File: config.mk
export PLATFORM = sky130hd
export DESIGN_NAME = reset_sequencer_flat
export DESIGN_NICKNAME = d
export VERILOG_FILES = /design/src/rtl/reset_sequencer_if.sv /design/src/rtl/reset_sequencer.sv /design/src/flat_wrapper.sv
export SDC_FILE = /design/constraint.sdc
export NUM_CORES = 1
export LEC_CHECK = 0
export ABC_AREA = 1
export CORE_MARGIN = 2
export CORE_UTILIZATION = 59
export DETAILED_ROUTE_END_ITERATION = 7
export PLACE_DENSITY = 0.87
export SYNTH_ARGS = -nofsm -noshare
export SYNTH_HDL_FRONTEND = slang
export SYNTH_SLANG_ARGS = --single-unit
export TNS_END_PERCENT = 30
File: constraint.sdc
create_clock -name i_clk -period 3 [get_ports i_clk]
set_clock_uncertainty 0.15 [all_clocks]
set_input_delay 0.6 -clock i_clk [delete_from_list [all_inputs] [get_ports i_clk]]
set_output_delay 0.6 -clock i_clk [all_outputs]
set_load 0.03 [all_outputs]
File: src/rtl/reset_sequencer_if.sv
// Bundle of sequencer control/status signals between the reset sequencer and its clients.
interface reset_sequencer_if #(
  parameter int unsigned DOMAINS = 4
);
  localparam int unsigned StageW = $clog2(DOMAINS + 1);

  logic                soft_reset;
  logic [DOMAINS-1:0]  ready;
  logic [DOMAINS-1:0]  rst_out;
  logic                busy;
  logic                done;
  logic [StageW-1:0]   stage;
  logic                fault;

  // Sequencer side
  modport master (
    input  soft_reset,
    input  ready,
    output rst_out,
    output busy,
    output done,
    output stage,
    output fault
  );

  // Client side (domains and software)
  modport slave (
    output soft_reset,
    output ready,
    input  rst_out,
    input  busy,
    input  done,
    input  stage,
    input  fault
  );
endinterface

File: src/rtl/reset_sequencer.sv
// Ordered reset-release controller: releases domains one at a time, waiting for each
// domain's ready before moving on; restarts on timeout, ready loss or software request.
module reset_sequencer #(
  parameter int unsigned DOMAINS        = 4,
  parameter int unsigned HOLD_CYCLES    = 16,
  parameter int unsigned TIMEOUT_CYCLES = 1024,
  parameter int unsigned SYNC_STAGES    = 2
) (
  input  logic              i_clk,
  input  logic              i_areset,
  reset_sequencer_if.master io_seq
);

  localparam int unsigned SW       = $clog2(DOMAINS + 1);
  localparam int unsigned HW       = (HOLD_CYCLES > 1) ? $clog2(HOLD_CYCLES) : 1;
  localparam int unsigned TW       = (TIMEOUT_CYCLES > 1) ? $clog2(TIMEOUT_CYCLES) : 1;
  localparam int unsigned ToMaxInt = (TIMEOUT_CYCLES == 0) ? 0 : TIMEOUT_CYCLES - 1;

  localparam logic [HW-1:0] HoldMax   = HW'(HOLD_CYCLES - 1);
  localparam logic [TW-1:0] ToMax     = TW'(ToMaxInt);
  localparam logic [SW-1:0] StageLast = SW'(DOMAINS - 1);
  localparam logic [SW-1:0] StageDone = SW'(DOMAINS);

  typedef enum logic [1:0] {StHold, StWait, StDone, StRestart} state_e;

  logic [SYNC_STAGES-1:0]              r_rst_sync;
  logic                                w_rst_n;
  logic [SYNC_STAGES-1:0][DOMAINS-1:0] r_rdy_sync;
  logic [DOMAINS-1:0]                  w_rdy_s;

  state_e             r_state, w_state_d;
  logic [SW-1:0]      r_stage, w_stage_d;
  logic [HW-1:0]      r_hold_cnt, w_hold_cnt_d;
  logic [TW-1:0]      r_to_cnt, w_to_cnt_d;
  logic [DOMAINS-1:0] r_rst_out, w_rst_out_d;
  logic               r_busy, w_busy_d;
  logic               r_done, w_done_d;
  logic               r_fault, w_fault_d;
  logic               w_rdy_cur;
  logic               w_timeout;

  // Reset synchronizer: asynchronous assertion, clocked deassertion
  always_ff @(posedge i_clk or negedge i_areset) begin
    if (!i_areset) r_rst_sync <= '0;
    else           r_rst_sync <= {r_rst_sync[SYNC_STAGES-2:0], 1'b1};
  end

  assign w_rst_n = r_rst_sync[SYNC_STAGES-1];

  // Ready synchronizer chain, one column per domain
  always_ff @(posedge i_clk or negedge w_rst_n) begin
    if (!w_rst_n) r_rdy_sync <= '0;
    else          r_rdy_sync <= {r_rdy_sync[SYNC_STAGES-2:0], io_seq.ready};
  end

  assign w_rdy_s = r_rdy_sync[SYNC_STAGES-1];

  // Select the synchronized ready of the domain being sequenced (none once stage == DOMAINS)
  always_comb begin
    w_rdy_cur = 1'b0;
    for (int i = 0; i < int'(DOMAINS); i++) begin
      if (r_stage == SW'(i)) w_rdy_cur = w_rdy_s[i];
    end
  end

  assign w_timeout = (TIMEOUT_CYCLES != 0) && (r_state == StWait) && !w_rdy_cur &&
                     (r_to_cnt == ToMax);

  // State register
  always_ff @(posedge i_clk or negedge w_rst_n) begin
    if (!w_rst_n) r_state <= StHold;
    else          r_state <= w_state_d;
  end

  // Next-state logic; soft_reset overrides every other transition
  always_comb begin
    w_state_d = r_state;
    if (io_seq.soft_reset) begin
      w_state_d = StRestart;
    end else begin
      case (r_state)
        StHold:    if (r_hold_cnt == HoldMax) w_state_d = StWait;
        StWait: begin
          if (w_rdy_cur)      w_state_d = (r_stage == StageLast) ? StDone : StHold;
          else if (w_timeout) w_state_d = StRestart;
        end
        StDone:    if (!(&w_rdy_s)) w_state_d = StRestart;
        StRestart: w_state_d = StHold;
        default:   w_state_d = StRestart;
      endcase
    end
  end

  // Output/datapath next values, derived from the transition being taken
  always_comb begin
    w_stage_d    = r_stage;
    w_hold_cnt_d = '0;
    w_to_cnt_d   = '0;
    w_rst_out_d  = r_rst_out;
    w_fault_d    = r_fault | (w_timeout & ~io_seq.soft_reset);
    w_busy_d     = (w_state_d != StDone);
    w_done_d     = (w_state_d == StDone);
    case (w_state_d)
      StRestart: begin
        w_stage_d   = '0;
        w_rst_out_d = '1;
      end
      StHold: begin
        if (r_state == StHold)      w_hold_cnt_d = r_hold_cnt + 1'b1;
        else if (r_state == StWait) w_stage_d    = r_stage + 1'b1;
      end
      StWait: begin
        if (r_state == StHold) begin
          for (int i = 0; i < int'(DOMAINS); i++) begin
            if (r_stage == SW'(i)) w_rst_out_d[i] = 1'b0;
          end
        end else if (TIMEOUT_CYCLES != 0) begin
          w_to_cnt_d = r_to_cnt + 1'b1;
        end
      end
      StDone: begin
        w_stage_d   = StageDone;
        w_rst_out_d = '0;
      end
      default: ;
    endcase
  end

  // Registered outputs and counters
  always_ff @(posedge i_clk or negedge w_rst_n) begin
    if (!w_rst_n) begin
      r_stage    <= '0;
      r_hold_cnt <= '0;
      r_to_cnt   <= '0;
      r_rst_out  <= '1;
      r_busy     <= 1'b1;
      r_done     <= 1'b0;
      r_fault    <= 1'b0;
    end else begin
      r_stage    <= w_stage_d;
      r_hold_cnt <= w_hold_cnt_d;
      r_to_cnt   <= w_to_cnt_d;
      r_rst_out  <= w_rst_out_d;
      r_busy     <= w_busy_d;
      r_done     <= w_done_d;
      r_fault    <= w_fault_d;
    end
  end

  assign io_seq.rst_out = r_rst_out;
  assign io_seq.busy    = r_busy;
  assign io_seq.done    = r_done;
  assign io_seq.stage   = r_stage;
  assign io_seq.fault   = r_fault;

endmodule

File: src/flat_wrapper.sv
// flat-port wrapper written by rule: the top's interface ports become plain ports
module reset_sequencer_flat 
#(
  parameter int unsigned DOMAINS        = 4,
  parameter int unsigned HOLD_CYCLES    = 16,
  parameter int unsigned TIMEOUT_CYCLES = 1024,
  parameter int unsigned SYNC_STAGES    = 2
)
  (i_clk, i_areset, io_seq_soft_reset, io_seq_ready, io_seq_rst_out, io_seq_busy, io_seq_done, io_seq_stage, io_seq_fault);
  reset_sequencer_if #(.DOMAINS(DOMAINS)) io_seq_i ();
  input  logic i_clk;
  input  logic i_areset;
  input wire logic [$bits(io_seq_i.soft_reset)-1:0] io_seq_soft_reset;
  input wire logic [$bits(io_seq_i.ready)-1:0] io_seq_ready;
  output wire logic [$bits(io_seq_i.rst_out)-1:0] io_seq_rst_out;
  output wire logic [$bits(io_seq_i.busy)-1:0] io_seq_busy;
  output wire logic [$bits(io_seq_i.done)-1:0] io_seq_done;
  output wire logic [$bits(io_seq_i.stage)-1:0] io_seq_stage;
  output wire logic [$bits(io_seq_i.fault)-1:0] io_seq_fault;
  assign io_seq_i.soft_reset = io_seq_soft_reset;
  assign io_seq_i.ready = io_seq_ready;
  assign io_seq_rst_out = io_seq_i.rst_out;
  assign io_seq_busy = io_seq_i.busy;
  assign io_seq_done = io_seq_i.done;
  assign io_seq_stage = io_seq_i.stage;
  assign io_seq_fault = io_seq_i.fault;
  reset_sequencer #(.DOMAINS(DOMAINS), .HOLD_CYCLES(HOLD_CYCLES), .TIMEOUT_CYCLES(TIMEOUT_CYCLES), .SYNC_STAGES(SYNC_STAGES)) u_core (.i_clk(i_clk), .i_areset(i_areset), .io_seq(io_seq_i));
endmodule
==> impl_metrics.csv <==
group,metric,value,unit
worst_setup_path,crit_path_start,"u_core.io_seq.stage[0]",
synthesis,synth_area_leader_cell,"dfrtp_1",
place,dp_hpwl,2310,um
finish,finish.utilization,74.1,%
power_and_ir_drop,internal-power,809,uW
finish,stdcell_count,225,
cts,cts-hold-fix-buffers,0,
detailed_routing,drt_iter0_markers,78,
worst_hold_path,hp-class,"reg2async",
worst_setup_path,r2r_slack,320,ps
worst_setup_path,worst_setup_path_end_kind,"register",
cts,htreeDepth,2,
power_and_ir_drop,combPwrFrac,26.9,%
worst_setup_path,arrival,2780,ps
power_and_ir_drop,pwr-share-clk,23.4,%
outcome,status,"completed",
cts,cts_tree,"built",
worst_setup_path,critPathMaxFanout,7,
global_routing,grt_pass1_vias,1330,
worst_setup_path,timing.rr.end,"u_core.io_seq.stage[2]",
synthesis,yosysWarnings,0,
timing,tns,0,ps
synthesis,ys_ff_latch,36,
detailed_routing,drcViolationCount,0,
synthesis,postSynthAreaPerCell,9.45,um^2
finish,drive_gt1_share,12.3,%
place,dp_slack,202,ps
floorplanning,start_util,63.5,%
global_routing,antenna_found_initial,0,
timing,fmax,0.373,GHz
place,portBuffers,16,
floorplanning,die_y,56.3,um
detailed_routing,vias,1252,
floorplanning,core_region_area,2540,um^2
power_and_ir_drop,switching_power,384,uW
detailed_routing,ant_nets,0,
cts,cts.sinks,36,
power_and_ir_drop,share_seq_of_total_power,49.7,%
global_routing,grt_use_total,22.9,%
cts,cts_resized,0,
worst_setup_path,rr_startpoint,"u_core.io_seq.stage[0]",
worst_setup_path,crit_end,"u_core.io_seq.stage[2]",
power_and_ir_drop,leakagePower,0.841,nW
global_routing,grt_pass1_wl,5620,um
run,cap_violations,0,
place,placed_area,1820,um^2
global_routing,grt-ovfl-total,0,
place,dp_cells,218,
worst_setup_path,crit_required,3100,ps
floorplanning,pin_count,17,
cts,clkSlewWorstSetupHoldPaths,100,ps
timing,rsz0062_at_grt,"false",
synthesis,yosysUniqueCellTypes,23,
synthesis,synth_area,1620,um^2
place,place_congestion,0.909,
cts,cts.root.buffer_cell,"clkbuf_4",
synthesis,synth_nets,188,
cts,clock_latency,330,ps
finish,syn2layout_area_growth,16.7,%
timing,finalSetupViolCount,0,
worst_setup_path,start_kind,"register",
cts,cts.path.max_buffers,2,
synthesis,synthCells,171,
synthesis,synth_top_area_share,48.0,%
timing,finalWorstPathRequiredPeriod,2680,ps
worst_setup_path,criticalPathCategory,"reg2reg",
detailed_routing,routedWlPerCell,14.3,um
floorplanning,die_w,56.3,um
finish,stdcell_area,1890,um^2
power_and_ir_drop,p_per_area,633,nW/um^2
finish,fin_nets,212,
finish,antenna_cells,0,
detailed_routing,drt_pre_antenna_iters,4,
timing,timing.final.ws_setup,320,ps
timing,hold_viol,0,
cts,cts_setup_buffers,0,
synthesis,synthTopCellsByArea,"dfrtp_1 48%, dfstp_2 8.1%, ha_1 7.7%, nand2_1 7.4%, nor2_1 5.6%",
cts,cts_inserted_buffers,5,
finish,nFillCells,180,
timing,fin_crit_sh,89.3,%
worst_setup_path,r2r.worst_path.cells,12,
detailed_routing,routed_wirelength,3230,um
floorplanning,die_area,3170,um^2
detailed_routing,vias_per_cell,5.56,
power_and_ir_drop,switching_share,32.2,%
synthesis,synth-seq-area-share,56.2,%
global_routing,grt_max_degree,35,
power_and_ir_drop,ir_drop,0.000562,V
floorplanning,rows,18,
timing,drv_slew,0,
-- power groups by stage --
stage	registers (mW)	clock network [mW]	logic, mW
floorplan	0.680	0	0.116
global placement	0.597	0	0.308
detailed placement	0.601	0	0.318
CTS	0.593	0.287	0.322
global route	0.600	0.306	0.352
finish	0.593	0.279	0.321
-- Yosys cell counts --
library cell	number
o221ai_1	1
inv_2	1
nor3_1	3
a31oi_1	1
nand4_1	1
nor2_4	2
dfstp_2	5
inv_1	18
o21bai_1	2
nor3b_1	1
conb_1	1
a21oi_2	2
nand2_1	32
o21ai_0	13
dfrtp_1	31
nand3_1	9
xor2_1	2
a21oi_1	6
ha_1	10
nand2_2	2
nor2_1	24
nand3_2	1
nor2_2	3
-- state kept, by name, indices dropped and copies added, names as in the netlist --
signal	count
u_core.r_hold_cnt	4
u_core.io_seq.fault	1
u_core.io_seq.busy	1
u_core.r_rdy_sync	4
u_core.io_seq.done	1
u_core.w_rdy_s	4
u_core.r_rst_sync	2
u_core.io_seq.stage	3
u_core.r_to_cnt	10
u_core.io_seq.rst_out	4
u_core.r_state	2
-- worst min path at each step --
stage	startpoint	to	slack, ps
floorplan	i_areset	u_core.r_rst_sync[0]	150
global placement	u_core.r_rst_sync[1]	u_core.w_rdy_s[0]	120
detailed placement	u_core.r_rst_sync[1]	u_core.r_rdy_sync[3]	130
CTS	u_core.r_rst_sync[1]	u_core.io_seq.stage[0]	120
global route	u_core.r_rst_sync[1]	u_core.r_hold_cnt[1]	180
finish	u_core.r_rst_sync[1]	u_core.io_seq.stage[0]	110
-- metal layers --
| layer | part of all wire (%) | vias to the layer above | routed length, um | GRT usage (%) |
|---|---|---|---|---|
| met5 | 0 | - | 0 | 0 |
| met4 | 1.8 | 0 | 58 | 9.52 |
| met3 | 3.1 | 9 | 100 | 5.30 |
| met2 | 54 | 28 | 1740 | 41.2 |
| met1 | 41 | 619 | 1330 | 26.0 |
| li1 | - | 596 | - | - |
-- cell type report --
type	instances	area, um^2	area share, %
Inverter	19	71.3	3.78
Sequential cell	36	907	48.1
Timing Repair Buffer	17	168	8.89
Tap cell	30	37.5	1.99
Clock buffer	7	65.1	3.45
Multi-Input combinational cell	116	637	33.8
-- worst max-delay path, cell delays in order (launching register included) --
cell and delay (ps):
dfrtp_1 430, inv_1 110, ha_1 210, nand2_1 140, nand3_1 170, a21oi_2 230, nand2_1 80, nand2_1 120
inv_1 80, ha_1 290, a21oi_2 310, nand2_1 100, o221ai_1 170
-- stage by stage --
step / hold slack [ps] / power, mW
final: 112 / 1.19
after floorplan: 154 / 0.796
after global routing: 177 / 1.26
after detailed placement: 128 / 0.919
after CTS: 122 / 1.20
after global placement: 122 / 0.905
-- cell families after synthesis --
group | synth area share (%)
buf+inv | 4.41
xor+xnor | 1.08
other cells | 0.232
fa+ha+maj | 7.75
simple gates | 21.5
flops | 56.2
compound gates | 8.83
-- placed cells by master, fill, tap and decap left out --
master / instances
dfstp_2: 5
clkbuf_4: 5
ha_1: 10
o21ai_0: 13
nand2_2: 2
xor2_1: 2
dfrtp_1: 31
nor3b_1: 1
inv_1: 18
a31oi_1: 1
buf_4: 1
o221ai_1: 1
nand4_1: 1
nor3_1: 3
nand3_2: 1
a21oi_1: 6
nand2_1: 32
nor2_4: 2
clkbuf_8: 2
o21bai_1: 2
nor2_1: 24
inv_2: 1
clkdlybuf4s50_1: 16
nor2_2: 3
conb_1: 1
a21oi_2: 2
nand3_1: 9
Note: power is estimated with default switching activity, not from simulation.
